===== src/rtl/sum_uart_pkg.sv =====
// Shared types and line levels for the sum-word UART transmitter.
// Optional parity build is selected with SUM_UART_TX_PARITY_EN.
package sum_uart_pkg;

  typedef enum logic [2:0] {
    IDLE   = 3'd0,
    START  = 3'd1,
    DATA   = 3'd2,
    PARITY = 3'd3,
    STOP   = 3'd4
  } uart_state_e;

  localparam logic UART_IDLE_LVL = 1'b1;
  localparam logic START_LVL     = 1'b0;
  localparam logic STOP_LVL      = 1'b1;

  function automatic logic even_parity(input logic [7:0] d);
    return ^d;
  endfunction

endpackage


===== src/rtl/uart_baud_cnt.sv =====
// Bit-period counter: 0..CLKS_PER_BIT-1 while enabled, tc on the last count, clr forces 0.
// Single-cycle tc, no backpressure.
module uart_baud_cnt #(
  parameter int CLKS_PER_BIT = 104
) (
  input  logic clk,
  input  logic rst_n,
  input  logic clr,
  input  logic en,
  output logic tc
);

  localparam int CW = $clog2(CLKS_PER_BIT);

  if (CLKS_PER_BIT < 2 || CLKS_PER_BIT > 65535) begin : g_bad_cpb
    $error("uart_baud_cnt: CLKS_PER_BIT must be in 2..65535");
  end

  logic [CW-1:0] cnt_q, cnt_d;

  assign tc = en && (cnt_q == CW'(CLKS_PER_BIT - 1));

  always_comb begin
    cnt_d = cnt_q;
    if (clr)     cnt_d = '0;
    else if (en) cnt_d = tc ? '0 : cnt_q + 1'b1;
  end

  always_ff @(posedge clk or negedge rst_n) begin
    if (!rst_n) cnt_q <= '0;
    else        cnt_q <= cnt_d;
  end

endmodule


===== src/rtl/sum_uart_tx.sv =====
// Serialises each accepted sum word as UART 8N1 (8E1 with SUM_UART_TX_PARITY_EN), LSB first.
// tx drops on the accept edge; in_ready is high only while IDLE and enabled.
module sum_uart_tx
  import sum_uart_pkg::*;
#(
  parameter int CLKS_PER_BIT = 104,
  parameter int DATA_W       = 8
) (
  input  logic              clk,
  input  logic              rst_n,
  input  logic              ena,
  input  logic [DATA_W-1:0] in_data,
  input  logic              in_valid,
  output logic              in_ready,
  output logic              tx,
  output logic              busy
);

  localparam int BW = (DATA_W > 1) ? $clog2(DATA_W) : 1;

  uart_state_e       state_q, state_d;
  logic              tx_q, tx_d;
  logic              busy_q, busy_d;
  logic [DATA_W-1:0] shift_q, shift_d;
  logic [BW-1:0]     bit_q, bit_d;
  logic              par_q, par_d;
  logic              bit_tc;

  // rst_n gating keeps in_ready low while reset is held even though state already reads IDLE
  assign in_ready = (state_q == IDLE) && ena && rst_n;
  assign tx       = tx_q;
  assign busy     = busy_q;

  uart_baud_cnt #(.CLKS_PER_BIT(CLKS_PER_BIT)) u_baud (
    .clk   (clk),
    .rst_n (rst_n),
    .clr   (state_q == IDLE),
    .en    (state_q != IDLE),
    .tc    (bit_tc)
  );

  always_comb begin
    state_d = state_q;
    tx_d    = tx_q;
    busy_d  = busy_q;
    shift_d = shift_q;
    bit_d   = bit_q;
    par_d   = par_q;
    case (state_q)
      IDLE: begin
        tx_d = UART_IDLE_LVL;
        if (in_valid && in_ready) begin
          state_d = START;
          tx_d    = START_LVL;
          busy_d  = 1'b1;
          shift_d = in_data;
          bit_d   = '0;
`ifdef SUM_UART_TX_PARITY_EN
          par_d   = even_parity(8'(in_data));
`endif
        end
      end
      START: if (bit_tc) begin
        state_d = DATA;
        tx_d    = shift_q[0];
      end
      DATA: if (bit_tc) begin
        if (bit_q == BW'(DATA_W - 1)) begin
`ifdef SUM_UART_TX_PARITY_EN
          state_d = PARITY;
          tx_d    = par_q;
`else
          state_d = STOP;
          tx_d    = STOP_LVL;
`endif
        end else begin
          bit_d   = bit_q + 1'b1;
          shift_d = shift_q >> 1;
          tx_d    = shift_q[1];
        end
      end
`ifdef SUM_UART_TX_PARITY_EN
      PARITY: if (bit_tc) begin
        state_d = STOP;
        tx_d    = STOP_LVL;
      end
`endif
      STOP: if (bit_tc) begin
        state_d = IDLE;
        tx_d    = UART_IDLE_LVL;
        busy_d  = 1'b0;
      end
      default: begin
        state_d = IDLE;
        tx_d    = UART_IDLE_LVL;
        busy_d  = 1'b0;
      end
    endcase
  end

  always_ff @(posedge clk or negedge rst_n) begin
    if (!rst_n) begin
      state_q <= IDLE;
      tx_q    <= UART_IDLE_LVL;
      busy_q  <= 1'b0;
      shift_q <= '0;
      bit_q   <= '0;
      par_q   <= 1'b0;
    end else begin
      state_q <= state_d;
      tx_q    <= tx_d;
      busy_q  <= busy_d;
      shift_q <= shift_d;
      bit_q   <= bit_d;
      par_q   <= par_d;
    end
  end

endmodule


===== config.mk =====
export PLATFORM = sky130hd
export DESIGN_NAME = sum_uart_tx
export DESIGN_NICKNAME = d
export VERILOG_FILES = /design/src/rtl/sum_uart_pkg.sv /design/src/rtl/uart_baud_cnt.sv /design/src/rtl/sum_uart_tx.sv
export SDC_FILE = /design/constraint.sdc
export NUM_CORES = 1
export LEC_CHECK = 0
export CAP_MARGIN = 10
export CORE_MARGIN = 4
export CORE_UTILIZATION = 52
export DETAILED_ROUTE_END_ITERATION = 8
export PLACE_DENSITY = 0.75
export SETUP_SLACK_MARGIN = 0.1
export SYNTH_ARGS = -nofsm -noshare
export SYNTH_HDL_FRONTEND = slang
export SYNTH_SLANG_ARGS = --single-unit

===== constraint.sdc =====
create_clock -name clk -period 3.96 [get_ports clk]
set_input_delay 0.594 -clock clk [delete_from_list [all_inputs] [get_ports clk]]
set_output_delay 0.594 -clock clk [all_outputs]
set_load 0.01 [all_outputs]

==> results of run 1 <==
==> flip-flops by register name, indices dropped and copies added, names as in the netlist <==
| register | flops |
|---|---|
| busy | 1 |
| tx | 1 |
| bit_q | 3 |
| u_baud.cnt_q | 7 |
| shift_q | 8 |
| state_q | 3 |
==> per-stage QoR <==
| stage | std cells | power (mW) | setup slack [ps] | util, % | hold slack [ps] |
|---|---|---|---|---|---|
| 2_1_floorplan | 131 | 0.4228 | 2000 | - | 298.4 |
| 3_3_place_gp | 168 | 0.4706 | 1100 | 62.47 | 470.0 |
| 3_5_place_dp | 168 | 0.4815 | 1023 | 62.47 | 469.9 |
| 4_1_cts | 172 | 0.5920 | 1063 | 63.64 | 487.1 |
| 5_1_grt | 172 | 0.6307 | 943.7 | 63.64 | 515.6 |
| 6_report | 172 | 0.5862 | 1104 | 63.64 | 482.1 |
==> worst max-delay path, cell delays in order <==
cell and delay [ps]:
sky130_fd_sc_hd__clkdlybuf4s50_1 870, sky130_fd_sc_hd__and3_1 260, sky130_fd_sc_hd__clkdlybuf4s50_1 530
==> per-layer routing <==
| layer | GRT usage (%) | up-vias | wire length (um) |
|---|---|---|---|
| met3 | 2.299 | 4 | 86 |
| li1 | - | 485 | - |
| met4 | 6.954 | 0 | 38 |
| met5 | 0 | - | 0 |
| met2 | 28.38 | 17 | 1271 |
| met1 | 23.63 | 460 | 1087 |
==> worst max-delay path by stage <==
| stage | startpoint | to | slack (ps) | cells after the start |
|---|---|---|---|---|
| after CTS | rst_n | in_ready | 1060 | 3 |
| final | rst_n | in_ready | 1100 | 3 |
| after global placement | rst_n | in_ready | 1100 | 3 |
| after floorplan | state_q[2] | in_ready | 2000 | 3 |
| after global routing | rst_n | in_ready | 940 | 3 |
| after detailed placement | rst_n | shift_q[0] | 1020 | 5 |
==> cell usage after synthesis (all sizes together) (2+ instances only) <==
library cell  number  area, um^2
a211o              2       17.52
a21oi              7       46.30
buf                4       20.02
clkbuf             3       11.26
dfrtp             22       550.5
ha                 3       37.54
inv                2       7.510
mux2               8       90.09
nand2              5       18.77
nand3             11       55.05
nand4              2       12.51
nor2              28       105.1
nor2b              2       12.51
nor3               6       30.03
nor3b              3       32.53
o211ai             2       15.01
o21ai              5       25.02
or3                2       12.51
or3b               2       17.52
xnor2              2       17.52
xor2               3       26.28
==> kinds of logic (layout without fill, tap and decap cells) <==
group,Yosys count,in the layout
flip-flops,23,23
multiplexers,8,8
adder cells (fa/ha/maj),3,3
AO/OA/AOI/OAI,19,19
XOR/XNOR,5,5
AND/OR/NAND/NOR,64,64
buffers and inverters,9,22
==> where the power goes <==
part / leakage, nW / internal, mW / switching, mW / total, mW
sequential: 0.287 / 0.287 / 0.0465 / 0.333
combinational: 0.299 / 0.0811 / 0.0611 / 0.142
clock: 0.0150 / 0.0394 / 0.0715 / 0.111
total: 0.600 / 0.407 / 0.179 / 0.586
==> final cells by class <==
type,instances,share of cell area [%]
Clock buffer,4,1.849
Multi-Input combinational cell,99,43.66
Sequential cell,23,40.58
Inverter,2,0.5282
Tap cell,28,2.465
Timing Repair Buffer,16,10.92
==> impl_metrics.json, run 1 <==
{
  "final_layout_size_suffix_gt1_share_pct": 12.50,
  "globalRouteOverflowTotal": 0,
  "std_cell_rows": 17,
  "numCtsBuffers": 3,
  "drt_iter0_drc": 39,
  "clk_path_buf_depth": 2,
  "timing.fmax_mhz": 350.2,
  "area.growth.synth_to_final_pct": 14.98,
  "grt_antenna_before_repair": 0,
  "mostFrequentLayoutCells": "sky130_fd_sc_hd__nor2_1, sky130_fd_sc_hd__dfrtp_1, sky130_fd_sc_hd__clkdlybuf4s50_1, sky130_fd_sc_hd__nand3_1, sky130_fd_sc_hd__mux2_2",
  "ys_seq_elements": 23,
  "finalCritPeriodShare_pct": 72.11,
  "final_area_um2": 1421,
  "worstHoldEndpoint": "u_baud.cnt_q[0]",
  "multi_input_area_um2": 620.6,
  "cts_tree": "yes",
  "io-pin-count": 15,
  "avgRoutedWirePerCell_um": 14.44,
  "setup_viol": 0,
  "cts-hold-fix-buffers": 0,
  "postCtsSetupBuffers": 0,
  "worst-path-max-fanout": 15,
  "postSynthNetCount": 146,
  "synth_compound_area_share_pct": 10.63,
  "worst_setup_path_end_kind": "output pin",
  "ys_warn_count": 0,
  "p_leak_nw": 0.6002,
  "cts_max_level": 1,
  "power.density_cell_area_nw_per_um2": 412.4,
  "final_common_cell": "sky130_fd_sc_hd__nor2_1",
  "antenna-diode-count": 0,
  "transition_time_at_the_pin_with_the_least_slew_margin_ps": 916.1,
  "cp.required_ps": 3370,
  "synth_top_family_by_area": "simple AND/OR/NAND/NOR gates",
  "clock_tree.root_cell": "sky130_fd_sc_hd__clkbuf_4",
  "grt_pass1_vias": 920,
  "worstReg2RegStart": "state_q[0]",
  "placement.cell_area_um2": 1395,
  "critPathLaunchType": "input port",
  "place.gp.congestion": 0.7652,
  "arrival_ps": 2260,
  "reg2reg_setup_slack_ps": 1820,
  "buffer_ports.inserted": 14,
  "synth_mux_area_share_pct": 7.287,
  "floorplan.die.width_um": 56.76,
  "synth.lib_cells_used.distinct": 30,
  "critPathKind": "in -> out",
  "regToRegEndpoint": "shift_q[0]",
  "timing.final.hold_violations": 0,
  "grt_start_max_net_pins": 16,
  "numClockSinks": 23,
  "hold_path_startpoint": "u_baud.cnt_q[0]",
  "gr-usage-all-layers_pct": 17.53,
  "ys.flop_type": "sky130_fd_sc_hd__dfrtp_1",
  "timing.clock.skew_ps": 6.889,
  "post-route-min-period_ps": 2856,
  "sequential_cell_area_um2": 576.8,
  "synth_enable_flop_cells": 0,
  "worst_ir_drop_vdd_mv": 0.3099,
  "synthSimpleGateAreaFrac_pct": 25.71,
  "drv_slew": 0,
  "design.die.area_um2": 3221,
  "synth_xor_xnor_area_share_pct": 3.543,
  "reg2regPathDepth": 4,
  "min_delay_path_depth": 1,
  "grt_setup_unrepaired": "false",
  "syn-mean-instance-area_um2": 9.437,
  "hpwlAfterDp_um": 1854,
  "vias": 966,
  "grt_pass1_wl_um": 4409,
  "seq_area_frac_synth_pct": 46.66,
  "drc_violations_left": 0,
  "clkSlewWorstSetupHoldPaths_ps": 120,
  "floorplan.core_area_um2": 2233,
  "floorplan.die.height_um": 56.76,
  "wl_um": 2483,
  "clock_insertion_delay_worst_skew_ps": 320,
  "number_of_nets_in_the_layout": 160,
  "status": "complete, no violations",
  "netlist_area_um2": 1236,
  "ys_async_sr_fraction_pct": 100.0,
  "post_cts_resized": 0,
  "postSynthCellCount": 131,
  "detail-route-antenna-nets": 0,
  "slew-limit-headroom_pct": 38.66,
  "timing.hold.worst.class": "reg -> reg",
  "max-cap-violations": 0,
  "num-fill-cells": 195,
  "detail_route.vias_per_cell": 5.616,
  "arithmetic_cell_share_of_the_synthesized_area_counting_full_adders_half_adders_and_majority_gates_pct": 3.036,
  "tns_ps": 0,
  "start_util_pct": 55.35,
  "detail_route.first_pass.iterations": 4
}
Note: power is estimated with default switching activity, not from simulation.
==> run 2: changes to the inputs <==
==> constraint.sdc (replaced) <==
create_clock -name clk -period 2.96 [get_ports clk]
set_input_delay 0.444 -clock clk [delete_from_list [all_inputs] [get_ports clk]]
set_output_delay 0.444 -clock clk [all_outputs]
set_load 0.01 [all_outputs]
==> impl_metrics.json, run 2 (synthesis results as in run 1) <==
{
  "status": "complete, no violations",
  "slew-limit-headroom_pct": 57.35,
  "largestRegisters": "shift_q (8), u_baud.cnt_q (7)",
  "drt_iter0_drc": 19,
  "place.gp.congestion": 0.7570,
  "io-pin-count": 15,
  "num-fill-cells": 197,
  "cts_max_level": 1,
  "timing.hold.worst.class": "in -> async",
  "setup_viol": 0,
  "clk_path_buf_depth": 2,
  "floorplan.die.height_um": 56.76,
  "cts_tree": "yes",
  "post-route-min-period_ps": 2414,
  "floorplan.die.width_um": 56.76,
  "detail-route-antenna-nets": 0,
  "worst_ir_drop_vdd_mv": 0.3237,
  "detail_route.first_pass.iterations": 4,
  "vias": 981,
  "final_common_cell": "sky130_fd_sc_hd__nor2_1",
  "postCtsSetupBuffers": 0,
  "max_reg_flops": 8,
  "hpwlAfterDp_um": 1727,
  "avgRoutedWirePerCell_um": 13.32,
  "timing.final.hold_violations": 0,
  "number_of_nets_in_the_layout": 162,
  "dp.cells": 170,
  "post_cts_resized": 0,
  "transition_time_at_the_pin_with_the_least_slew_margin_ps": 637.0,
  "crit_start": "state_q[0]",
  "hold_slack_ps": 403.1,
  "tns_ps": 0,
  "timing.fmax_mhz": 414.3,
  "start_util_pct": 55.35,
  "drc_violations_left": 0,
  "clkSlewWorstSetupHoldPaths_ps": 120,
  "grt_antenna_before_repair": 0,
  "wl_um": 2317,
  "std_cell_rows": 17,
  "grt_setup_unrepaired": "false",
  "drv_slew": 0,
  "numClockSinks": 23,
  "design.die.area_um2": 3221,
  "area.growth.synth_to_final_pct": 16.30,
  "reg2reg_setup_slack_ps": 810,
  "grt_pass1_wl_um": 4146,
  "worst-path-max-fanout": 15,
  "cp.required_ps": 2520,
  "clock_insertion_delay_worst_skew_ps": 310,
  "timing.clock.skew_ps": 1.439,
  "power.density_cell_area_nw_per_um2": 539.1,
  "critPathLaunchType": "flip-flop",
  "cts-hold-fix-buffers": 0,
  "worstReg2RegStart": "state_q[0]",
  "mostFrequentLayoutCells": "sky130_fd_sc_hd__nor2_1, sky130_fd_sc_hd__dfrtp_1, sky130_fd_sc_hd__clkdlybuf4s50_1, sky130_fd_sc_hd__nand3_1, sky130_fd_sc_hd__mux2_2",
  "gr-usage-all-layers_pct": 15.85,
  "regToRegEndpoint": "shift_q[6]",
  "finalCritPeriodShare_pct": 81.54,
  "numCtsBuffers": 3,
  "floorplan.core_area_um2": 2233,
  "arrival_ps": 1970,
  "instances_no_fill": 174,
  "clock_tree.root_cell": "sky130_fd_sc_hd__clkbuf_4",
  "detail_route.vias_per_cell": 5.638,
  "final_layout_size_suffix_gt1_share_pct": 14.38,
  "worst_setup_path_end_kind": "output pin",
  "p_leak_nw": 0.6132,
  "critPathKind": "reg -> out",
  "grt_pass1_vias": 973,
  "reg2regPathDepth": 4,
  "max-cap-violations": 0,
  "globalRouteOverflowTotal": 0,
  "buffer_ports.inserted": 14,
  "report.power.total_uw": 775.1,
  "grt_start_max_net_pins": 16,
  "antenna-diode-count": 0,
  "largest-register": "shift_q"
}
[run 2: cell types whose count changed in the layout (fill, tap and decap cells not counted), sizes merged]
cell,delta
buf,+2
clkbuf,-1
clkinv,+1
[run 2: report_power, final]
part           switching [mW]  internal (mW)  total [mW]
clock network          0.0940         0.0505       0.145
registers              0.0597          0.383       0.443
logic                  0.0775          0.110       0.188
total                   0.231          0.544       0.775
[run 2: how the worst max path moves through the flow]
stage | endpoint | depth (start not counted)
finish | in_ready | 4
global route | in_ready | 4
CTS | in_ready | 4
detailed placement | shift_q[6] | 6
global placement | shift_q[3] | 6
floorplan | shift_q[0] | 6
[run 2: stage by stage]
stage               instance area (um^2)  util (%)  worst slack (ps)
floorplan                           1236         -              1075
global placement                    1410     63.14             653.5
detailed placement                  1410     63.14             590.5
CTS                                 1438     64.37             545.5
global route                        1438     64.37             388.4
finish                              1438     64.37             546.5
[run 2: cell type report]
class / instances / area [um^2] / share of cell area [%]
Multi-Input combinational cell: 99 / 620.6 / 43.17
Sequential cell: 23 / 576.8 / 40.12
Timing Repair Buffer: 18 / 170.2 / 11.84
Tap cell: 28 / 35.03 / 2.437
Clock buffer: 3 / 22.52 / 1.567
Inverter: 2 / 7.507 / 0.5222
Clock inverter: 1 / 5.005 / 0.3481
[run 2: worst max-delay path, cell delays in order, from the launching register on]
cell and delay [ps]:
sky130_fd_sc_hd__dfrtp_1 560, sky130_fd_sc_hd__nor3_1 240, sky130_fd_sc_hd__buf_4 180, sky130_fd_sc_hd__and3_1 150, sky130_fd_sc_hd__clkdlybuf4s50_1 530
[run 2: per-layer routing]
layer / vias up / global-route usage (%) / wire length (um)
met2: 11 / 25.91 / 1158
met5: - / 0 / 0
met4: 0 / 6.623 / 42
met1: 474 / 20.86 / 1060
met3: 5 / 2.299 / 55
li1: 491 / - / -
